**src/rtl/watch_pkg.sv**
```systemverilog
// watch_pkg: field indices, ASCII codes, BCD field limits and calendar helpers for the set editor.
package watch_pkg;
  localparam logic [2:0] FLD_YEAR = 3'd0, FLD_MON = 3'd1, FLD_DAY = 3'd2;
  localparam logic [2:0] FLD_HOUR = 3'd3, FLD_MIN = 3'd4, FLD_SEC = 3'd5, FLD_NONE = 3'd7;
  localparam logic [7:0] CH_SPACE = 8'h20, CH_0 = 8'h30, CH_S = 8'h53, CH_E = 8'h45, CH_T = 8'h54;
  localparam logic [7:0] CH_I = 8'h49, CH_M = 8'h4D, CH_Y = 8'h59, CH_D = 8'h44, CH_H = 8'h48;
  localparam logic [7:0] YEAR_MIN = 8'h00, YEAR_MAX = 8'h99, MON_MIN = 8'h01, MON_MAX = 8'h12;
  localparam logic [7:0] DAY_MIN = 8'h01, HOUR_MIN = 8'h00, HOUR_MAX = 8'h23;
  localparam logic [7:0] MIN_MIN = 8'h00, MIN_MAX = 8'h59, SEC_MIN = 8'h00, SEC_MAX = 8'h59;

  // 10*hi + lo is divisible by 4 exactly when 2*hi[0] + lo is
  function automatic logic [7:0] dim(input logic [7:0] year, input logic [7:0] month, input logic leap_en);
    logic [4:0] t;
    t = {3'b000, year[4], 1'b0} + {1'b0, year[3:0]};
    return (month == 8'h02) ? ((leap_en && t[1:0] == 2'b00) ? 8'h29 : 8'h28) :
           (month == 8'h04 || month == 8'h06 || month == 8'h09 || month == 8'h11) ? 8'h30 : 8'h31;
  endfunction

  function automatic logic [7:0] fld_min(input logic [2:0] f);
    return (f == FLD_YEAR) ? YEAR_MIN : (f == FLD_MON) ? MON_MIN : (f == FLD_DAY) ? DAY_MIN :
           (f == FLD_HOUR) ? HOUR_MIN : (f == FLD_MIN) ? MIN_MIN : SEC_MIN;
  endfunction

  function automatic logic [7:0] fld_max(input logic [2:0] f, input logic [7:0] day_max);
    return (f == FLD_YEAR) ? YEAR_MAX : (f == FLD_MON) ? MON_MAX : (f == FLD_DAY) ? day_max :
           (f == FLD_HOUR) ? HOUR_MAX : (f == FLD_MIN) ? MIN_MAX : SEC_MAX;
  endfunction

  function automatic logic [7:0] asc(input logic [3:0] n);
    return CH_0 + {4'h0, n};
  endfunction
endpackage

```
**src/rtl/watch_set_editor_if.sv**
```systemverilog
// watch_set_editor_if: switches, live time, LCD index/char and load port of the set editor.
interface watch_set_editor_if;
  logic        active;
  logic [3:0]  sw_in;
  logic [7:0]  year, month, day, hour, minute, second;
  logic [4:0]  index;
  logic [7:0]  out;
  logic [47:0] bin_time;
  logic        en_time;
  modport master (output active, sw_in, year, month, day, hour, minute, second, index,
                  input out, bin_time, en_time);
  modport slave (input active, sw_in, year, month, day, hour, minute, second, index,
                 output out, bin_time, en_time);
endinterface

```
**src/rtl/bcd_field_step.sv**
```systemverilog
// bcd_field_step: one BCD field incremented or decremented with wrap; out-of-range values snap to min.
module bcd_field_step (
  input  logic [7:0] value,
  input  logic [7:0] min,
  input  logic [7:0] max,
  input  logic       inc,
  input  logic       dec,
  output logic [7:0] result
);
  logic valid;
  always_comb begin
    valid = value[3:0] <= 4'd9 && value[7:4] <= 4'd9 && value >= min && value <= max;
    result = !(inc || dec) ? value : !valid ? min :
             inc ? ((value == max) ? min : (value[3:0] == 4'd9) ? {value[7:4] + 4'd1, 4'd0} : value + 8'd1) :
                   ((value == min) ? max : (value[3:0] == 4'd0) ? {value[7:4] - 4'd1, 4'd9} : value - 8'd1);
  end
endmodule

```
**src/rtl/watch_set_editor.sv**
```systemverilog
// watch_set_editor: set-mode time/date editor with blinking cursor field, LCD character mux and load strobe.
module watch_set_editor import watch_pkg::*; #(
  parameter int          BLINK_DIV = 25_000_000,
  parameter logic [7:0]  YEAR_HI   = 8'h20,
  parameter bit          LEAP_EN   = 1'b1
) (
  input logic clk,
  input logic rst,
  watch_set_editor_if.slave bus
);
  typedef enum logic {IDLE, EDIT} state_t;
  localparam int BW = $clog2(BLINK_DIV);

  state_t state, state_n;
  logic active_q, edit, act, inc, dec, blink;
  logic [3:0] sw_q, ev;
  logic [2:0] cursor, fld;
  logic [7:0] ed [6], ed_n [6], live [6], v [6];
  logic [7:0] stepped, ch, out_n;
  logic [BW-1:0] bcnt;

  assign ev = bus.sw_in & ~sw_q;
  assign edit = state == EDIT;
  assign act = edit && bus.active;
  assign inc = act && ev[1] && !ev[0] && !ev[3];
  assign dec = act && ev[2] && !ev[1] && !ev[0] && !ev[3];

  always_comb begin
    state_n = (state == IDLE && bus.active && !active_q) ? EDIT :
              (state == EDIT && !bus.active) ? IDLE : state;
  end

  always_ff @(posedge clk) begin
    if (rst) state <= IDLE;
    else state <= state_n;
  end

  bcd_field_step u_step (
    .value (ed[cursor]),
    .min   (fld_min(cursor)),
    .max   (fld_max(cursor, dim(ed[FLD_YEAR], ed[FLD_MON], LEAP_EN))),
    .inc   (inc),
    .dec   (dec),
    .result(stepped)
  );

  // a year or month step may shorten the month under the current day
  always_comb begin
    ed_n = ed;
    ed_n[cursor] = stepped;
    ed_n[FLD_DAY] = (cursor <= FLD_MON && ed_n[FLD_DAY] > dim(ed_n[FLD_YEAR], ed_n[FLD_MON], LEAP_EN)) ?
                    dim(ed_n[FLD_YEAR], ed_n[FLD_MON], LEAP_EN) : ed_n[FLD_DAY];
  end

  always_comb begin
    live = '{bus.year, bus.month, bus.day, bus.hour, bus.minute, bus.second};
    for (int i = 0; i < 6; i++) v[i] = edit ? ed[i] : live[i];
  end

  always_comb begin
    {fld, ch} = {FLD_NONE, CH_SPACE};
    case (bus.index)
      5'd0:  ch = edit ? CH_S : CH_SPACE;
      5'd1:  ch = edit ? CH_E : CH_SPACE;
      5'd2:  ch = edit ? CH_T : CH_SPACE;
      5'd5:  {fld, ch} = {FLD_YEAR, asc(YEAR_HI[7:4])};
      5'd6:  {fld, ch} = {FLD_YEAR, asc(YEAR_HI[3:0])};
      5'd7:  {fld, ch} = {FLD_YEAR, asc(v[0][7:4])};
      5'd8:  {fld, ch} = {FLD_YEAR, asc(v[0][3:0])};
      5'd9:  ch = CH_Y;
      5'd10: {fld, ch} = {FLD_MON, asc(v[1][7:4])};
      5'd11: {fld, ch} = {FLD_MON, asc(v[1][3:0])};
      5'd12: ch = CH_M;
      5'd13: {fld, ch} = {FLD_DAY, asc(v[2][7:4])};
      5'd14: {fld, ch} = {FLD_DAY, asc(v[2][3:0])};
      5'd15: ch = CH_D;
      5'd16: ch = CH_T;
      5'd17: ch = CH_I;
      5'd18: ch = CH_M;
      5'd19: ch = CH_E;
      5'd21: {fld, ch} = {FLD_HOUR, asc(v[3][7:4])};
      5'd22: {fld, ch} = {FLD_HOUR, asc(v[3][3:0])};
      5'd23: ch = CH_H;
      5'd24: {fld, ch} = {FLD_MIN, asc(v[4][7:4])};
      5'd25: {fld, ch} = {FLD_MIN, asc(v[4][3:0])};
      5'd26: ch = CH_M;
      5'd27: {fld, ch} = {FLD_SEC, asc(v[5][7:4])};
      5'd28: {fld, ch} = {FLD_SEC, asc(v[5][3:0])};
      5'd29: ch = CH_S;
      default: ;
    endcase
    out_n = (edit && !blink && fld == cursor) ? CH_SPACE : ch;
  end

  always_ff @(posedge clk) begin
    if (rst) begin
      active_q <= 1'b0;
      sw_q <= 4'h0;
      cursor <= FLD_YEAR;
      ed <= '{default: 8'h00};
      bus.bin_time <= 48'h0;
      bus.en_time <= 1'b0;
      bus.out <= CH_SPACE;
      bcnt <= '0;
      blink <= 1'b1;
    end else begin
      active_q <= bus.active;
      sw_q <= bus.sw_in;
      bus.out <= out_n;
      bcnt <= (bcnt == BW'(BLINK_DIV - 1)) ? '0 : bcnt + 1'b1;
      blink <= (bcnt == BW'(BLINK_DIV - 1)) ? ~blink : blink;
      bus.en_time <= act && ev[3];
      if (state == IDLE && state_n == EDIT) begin
        ed <= live;
        cursor <= FLD_YEAR;
      end else if (act && ev[3]) bus.bin_time <= {ed[0], ed[1], ed[2], ed[3], ed[4], ed[5]};
      else if (act && ev[0]) cursor <= (cursor == FLD_SEC) ? FLD_YEAR : cursor + 3'd1;
      else if (inc || dec) ed <= ed_n;
    end
  end
endmodule

```
**src/flat_wrapper.sv**
```systemverilog
// flat-port wrapper written by rule: the top's interface ports become plain ports
module watch_set_editor_flat import watch_pkg::*;
#(
  parameter int          BLINK_DIV = 25_000_000,
  parameter logic [7:0]  YEAR_HI   = 8'h20,
  parameter bit          LEAP_EN   = 1'b1
)
  (clk, rst, bus_active, bus_sw_in, bus_year, bus_month, bus_day, bus_hour, bus_minute, bus_second, bus_index, bus_out, bus_bin_time, bus_en_time);
  watch_set_editor_if bus_i ();
  input logic clk;
  input logic rst;
  input wire logic [$bits(bus_i.active)-1:0] bus_active;
  input wire logic [$bits(bus_i.sw_in)-1:0] bus_sw_in;
  input wire logic [$bits(bus_i.year)-1:0] bus_year;
  input wire logic [$bits(bus_i.month)-1:0] bus_month;
  input wire logic [$bits(bus_i.day)-1:0] bus_day;
  input wire logic [$bits(bus_i.hour)-1:0] bus_hour;
  input wire logic [$bits(bus_i.minute)-1:0] bus_minute;
  input wire logic [$bits(bus_i.second)-1:0] bus_second;
  input wire logic [$bits(bus_i.index)-1:0] bus_index;
  output wire logic [$bits(bus_i.out)-1:0] bus_out;
  output wire logic [$bits(bus_i.bin_time)-1:0] bus_bin_time;
  output wire logic [$bits(bus_i.en_time)-1:0] bus_en_time;
  assign bus_i.active = bus_active;
  assign bus_i.sw_in = bus_sw_in;
  assign bus_i.year = bus_year;
  assign bus_i.month = bus_month;
  assign bus_i.day = bus_day;
  assign bus_i.hour = bus_hour;
  assign bus_i.minute = bus_minute;
  assign bus_i.second = bus_second;
  assign bus_i.index = bus_index;
  assign bus_out = bus_i.out;
  assign bus_bin_time = bus_i.bin_time;
  assign bus_en_time = bus_i.en_time;
  watch_set_editor #(.BLINK_DIV(BLINK_DIV), .YEAR_HI(YEAR_HI), .LEAP_EN(LEAP_EN)) u_core (.clk(clk), .rst(rst), .bus(bus_i));
endmodule
```
**config.mk**
```make
export PLATFORM = sky130hd
export DESIGN_NAME = watch_set_editor_flat
export DESIGN_NICKNAME = d
export VERILOG_FILES = /design/src/rtl/watch_pkg.sv /design/src/rtl/watch_set_editor_if.sv /design/src/rtl/bcd_field_step.sv /design/src/rtl/watch_set_editor.sv /design/src/flat_wrapper.sv
export SDC_FILE = /design/constraint.sdc
export NUM_CORES = 1
export LEC_CHECK = 0
export ABC_AREA = 1
export CAP_MARGIN = 10
export CELL_PAD_IN_SITES_DETAIL_PLACEMENT = 1
export CELL_PAD_IN_SITES_GLOBAL_PLACEMENT = 1
export CORE_ASPECT_RATIO = 1.25
export CORE_UTILIZATION = 42
export DETAILED_ROUTE_END_ITERATION = 10
export GPL_TIMING_DRIVEN = 0
export PLACE_DENSITY = 0.95
export SYNTH_ARGS = -nofsm -noshare
export SYNTH_HDL_FRONTEND = slang
export SYNTH_SLANG_ARGS = --single-unit
```
**constraint.sdc**
```tcl
create_clock -name clk -period 7.6 [get_ports clk]
set_clock_uncertainty 0.1 [all_clocks]
set_input_delay 1.9 -clock clk [delete_from_list [all_inputs] [get_ports clk]]
set_output_delay 1.9 -clock clk [all_outputs]
set_load 0.02 [all_outputs]
```
==> out/metrics.cfg <==
[sta]
rsz0062_at_grt=false
tns_ps=0
fmax_ghz=0.155
fin_crit_sh_pct=84.9
slew_headroom_pct=11.6
hold_violations=0
finalCriticalPeriod_ps=6450
worstMarginPinSlew_ps=1320
slew_viol_final=0
setup_viol=0

[critical_path]
crit_fanout=10
endpoint_kind=register
cp.arrival_ps=6650
crit_path_start_kind=input pin
crit_type=in2reg
cp.required_ps=7800
r2r_cells=36

[global_route]
grt_pass1_vias=11200
grt_max_degree=17
antenna_found_initial=0
use_met2_pct=64.5
grt_busiest_layer=met2
grt_pass1_wl_mm=62.7
overflow=0
grt_use_total_pct=38.2
use_met1_pct=41.8
met3_usage_pct=8.59

[clock_tree]
h-tree-depth=4
cts_resized=0
cts.sinks=139
cts_tree=yes
root_buffer=clkbuf_16
clkSlewWorstSetupHoldPaths_ps=60
clk_latency_ps=450
post_cts_buffers=0
cts_hold_buf=0
cts_buffers=17
cts_buffer_depth=2

[detailed_routing]
routed_via_density=6.06
drt-pass1-iter-count=6
initialDrtViolationCount=783
routedWlPerCell_um=22.8
vias=11000
drc_errors=0
routed_wl_mm=41.3
antenna_left=0

[yosys]
synth_area_per_cell_um2=6.38
yosysSeqAreaShare_pct=31.3
ys_async_sr_fraction_pct=0
yosysTopAreaCell=dfxtp_1
syn_nets=1472
synth_area_um2=8880
synth_ff_type=dfxtp_1
synth_warnings=0
ys_types=56
synthTopCellsByCount=349 x nand2_1, 153 x nor2_1, 139 x dfxtp_1
yosys.area.top_type_share_pct=31.3
syn_inst=1392
synthTopCellsByArea=dfxtp_1 31%, nand2_1 15%, a21oi_1 7.7%
synth_most_common_cell=nand2_1
synth-edff-count=0
synth_seq_cells=139

[floorplan]
die_w_um=132
core_area_um2=20700
start_util_pct=42.8
die-area_um2=21700
row_count=59
dieHeight_um=165
ios=117

[pwr]
p_per_area_nw_per_um2=191
power.leakage_uw=0.00466
vdd.ir_drop.worst_mv=0.133

[place]
place.gp.congestion=1.02
io_buffers=114
detailed_place_hpwl_mm=30.6

[final_layout]
post-route-util_pct=52.5
fin_nets=1606
drive_above_1_share_pct=8.06
fill_cells=2789
syn_to_final_growth_pct=22.7

[hold_path]
hold_depth=1
hold_path_class=reg2reg

[run_status]
status=completed

[job]
drv_cap=0

-- layer usage --
layer	wire length, um	vias up
li1	-	4880
met1	14900	5241
met2	19500	644
met3	3510	235
met4	3380	0
met5	0	-
-- cell type report --
cell class | instances | area, um2 | share of cell area (%)
inverters | 148 | 556 | 5.10
clock inverters | 12 | 92.6 | 0.850
clock buffers | 19 | 433 | 3.97
flip-flops and latches | 139 | 2780 | 25.5
repair buffers | 115 | 1150 | 10.5
multi-input cells | 1049 | 5250 | 48.2
plain buffers | 56 | 292 | 2.68
well taps | 274 | 343 | 3.15
diodes | 2 | 5.00 | 0.0459
-- cell families (layout without fill, tap and decap cells) --
family | after synthesis | in the layout | synth area share (%)
flops | 139 | 139 | 31.3
simple gates | 700 | 700 | 35.3
other cells | 1 | 3 | 0.0422
fa+ha+maj | 20 | 20 | 2.82
xor+xnor | 6 | 6 | 0.592
buf+inv | 204 | 350 | 9.54
compound gates | 322 | 322 | 20.3
-- through the flow --
step                power [uW]  worst slack (ps)  cell area, um2  cells  hold WS, ps
floorplan                 1090              2790            8880   1392          318
global placement          1270              1000           10400   1780          334
detailed placement        1290               889           10400   1780          346
CTS                       2050              1290           10900   1811          361
global route              2150               926           10900   1812          387
finish                    2080              1150           10900   1814          357
-- critical path, cell delays in order --
cell             delay, ps
clkdlybuf4s50_1        530
nand2_2                160
nor4_1                 250
nand3_1                100
nand2_1                360
clkinv_1               500
nor2_8                 320
nand2_1                100
nand2_1                430
o21ai_1                150
inv_1                  100
nand2_1                 50
nand3_1                100
nand3_1                 80
nand3_1                210
inv_1                   70
ha_1                   280
nand3_1                 90
o31ai_1                100
nand3_1                110
nand2_1                 80
nand2_1                 60
nand2_2                120
nand2_1                100
nand2_1                110
nand2_1                 50
nand2_1                 80
a21oi_2                 60
-- state kept, by name (all words and copies together) (netlist names), 3 cells and up --
signal,cells
u_core.bcnt,25
u_core.bus.bin_time,48
u_core.bus.out,7
u_core.cursor,3
u_core.ed,48
u_core.sw_q,4
-- path summary, 6_finish.rpt --
path / start / slack [ps] / end
setup / recovery: bus_active / 1150 / u_core.ed[27]$_SDFFE_PP0P_
hold / removal: u_core.bcnt[0]$_SDFF_PP0_ / 360 / u_core.bcnt[0]$_SDFF_PP0_
setup reg to reg: u_core.cursor[2]$_SDFFE_PP0P_ / 1970 / u_core.ed[27]$_SDFFE_PP0P_
hold reg to reg: u_core.bcnt[0]$_SDFF_PP0_ / 360 / u_core.bcnt[0]$_SDFF_PP0_
-- where the power goes --
group	leakage (uW)	internal, uW	switching, uW	total (uW)
sequential	0.00113	763	38.2	801
combinational	0.00328	164	336	499
clock	0.000247	418	360	778
-- cell usage in the layout (no fill, tap or decap), drive strengths merged, types with 5 or more instances in the layout --
cell	instances
clkinv	10
nor4	7
clkdlybuf4s50	114
dfxtp	139
ha	20
nand4	20
inv	146
a2111oi	6
nand2	373
nand3	96
o21ai	125
or2	9
a31oi	6
nor3	21
o211ai	8
xor2	5
a211oi	8
clkbuf	56
a21oi	139
nor2	165
buf	20
a221oi	9
a22oi	5
Power figures use the tool's default switching activity.
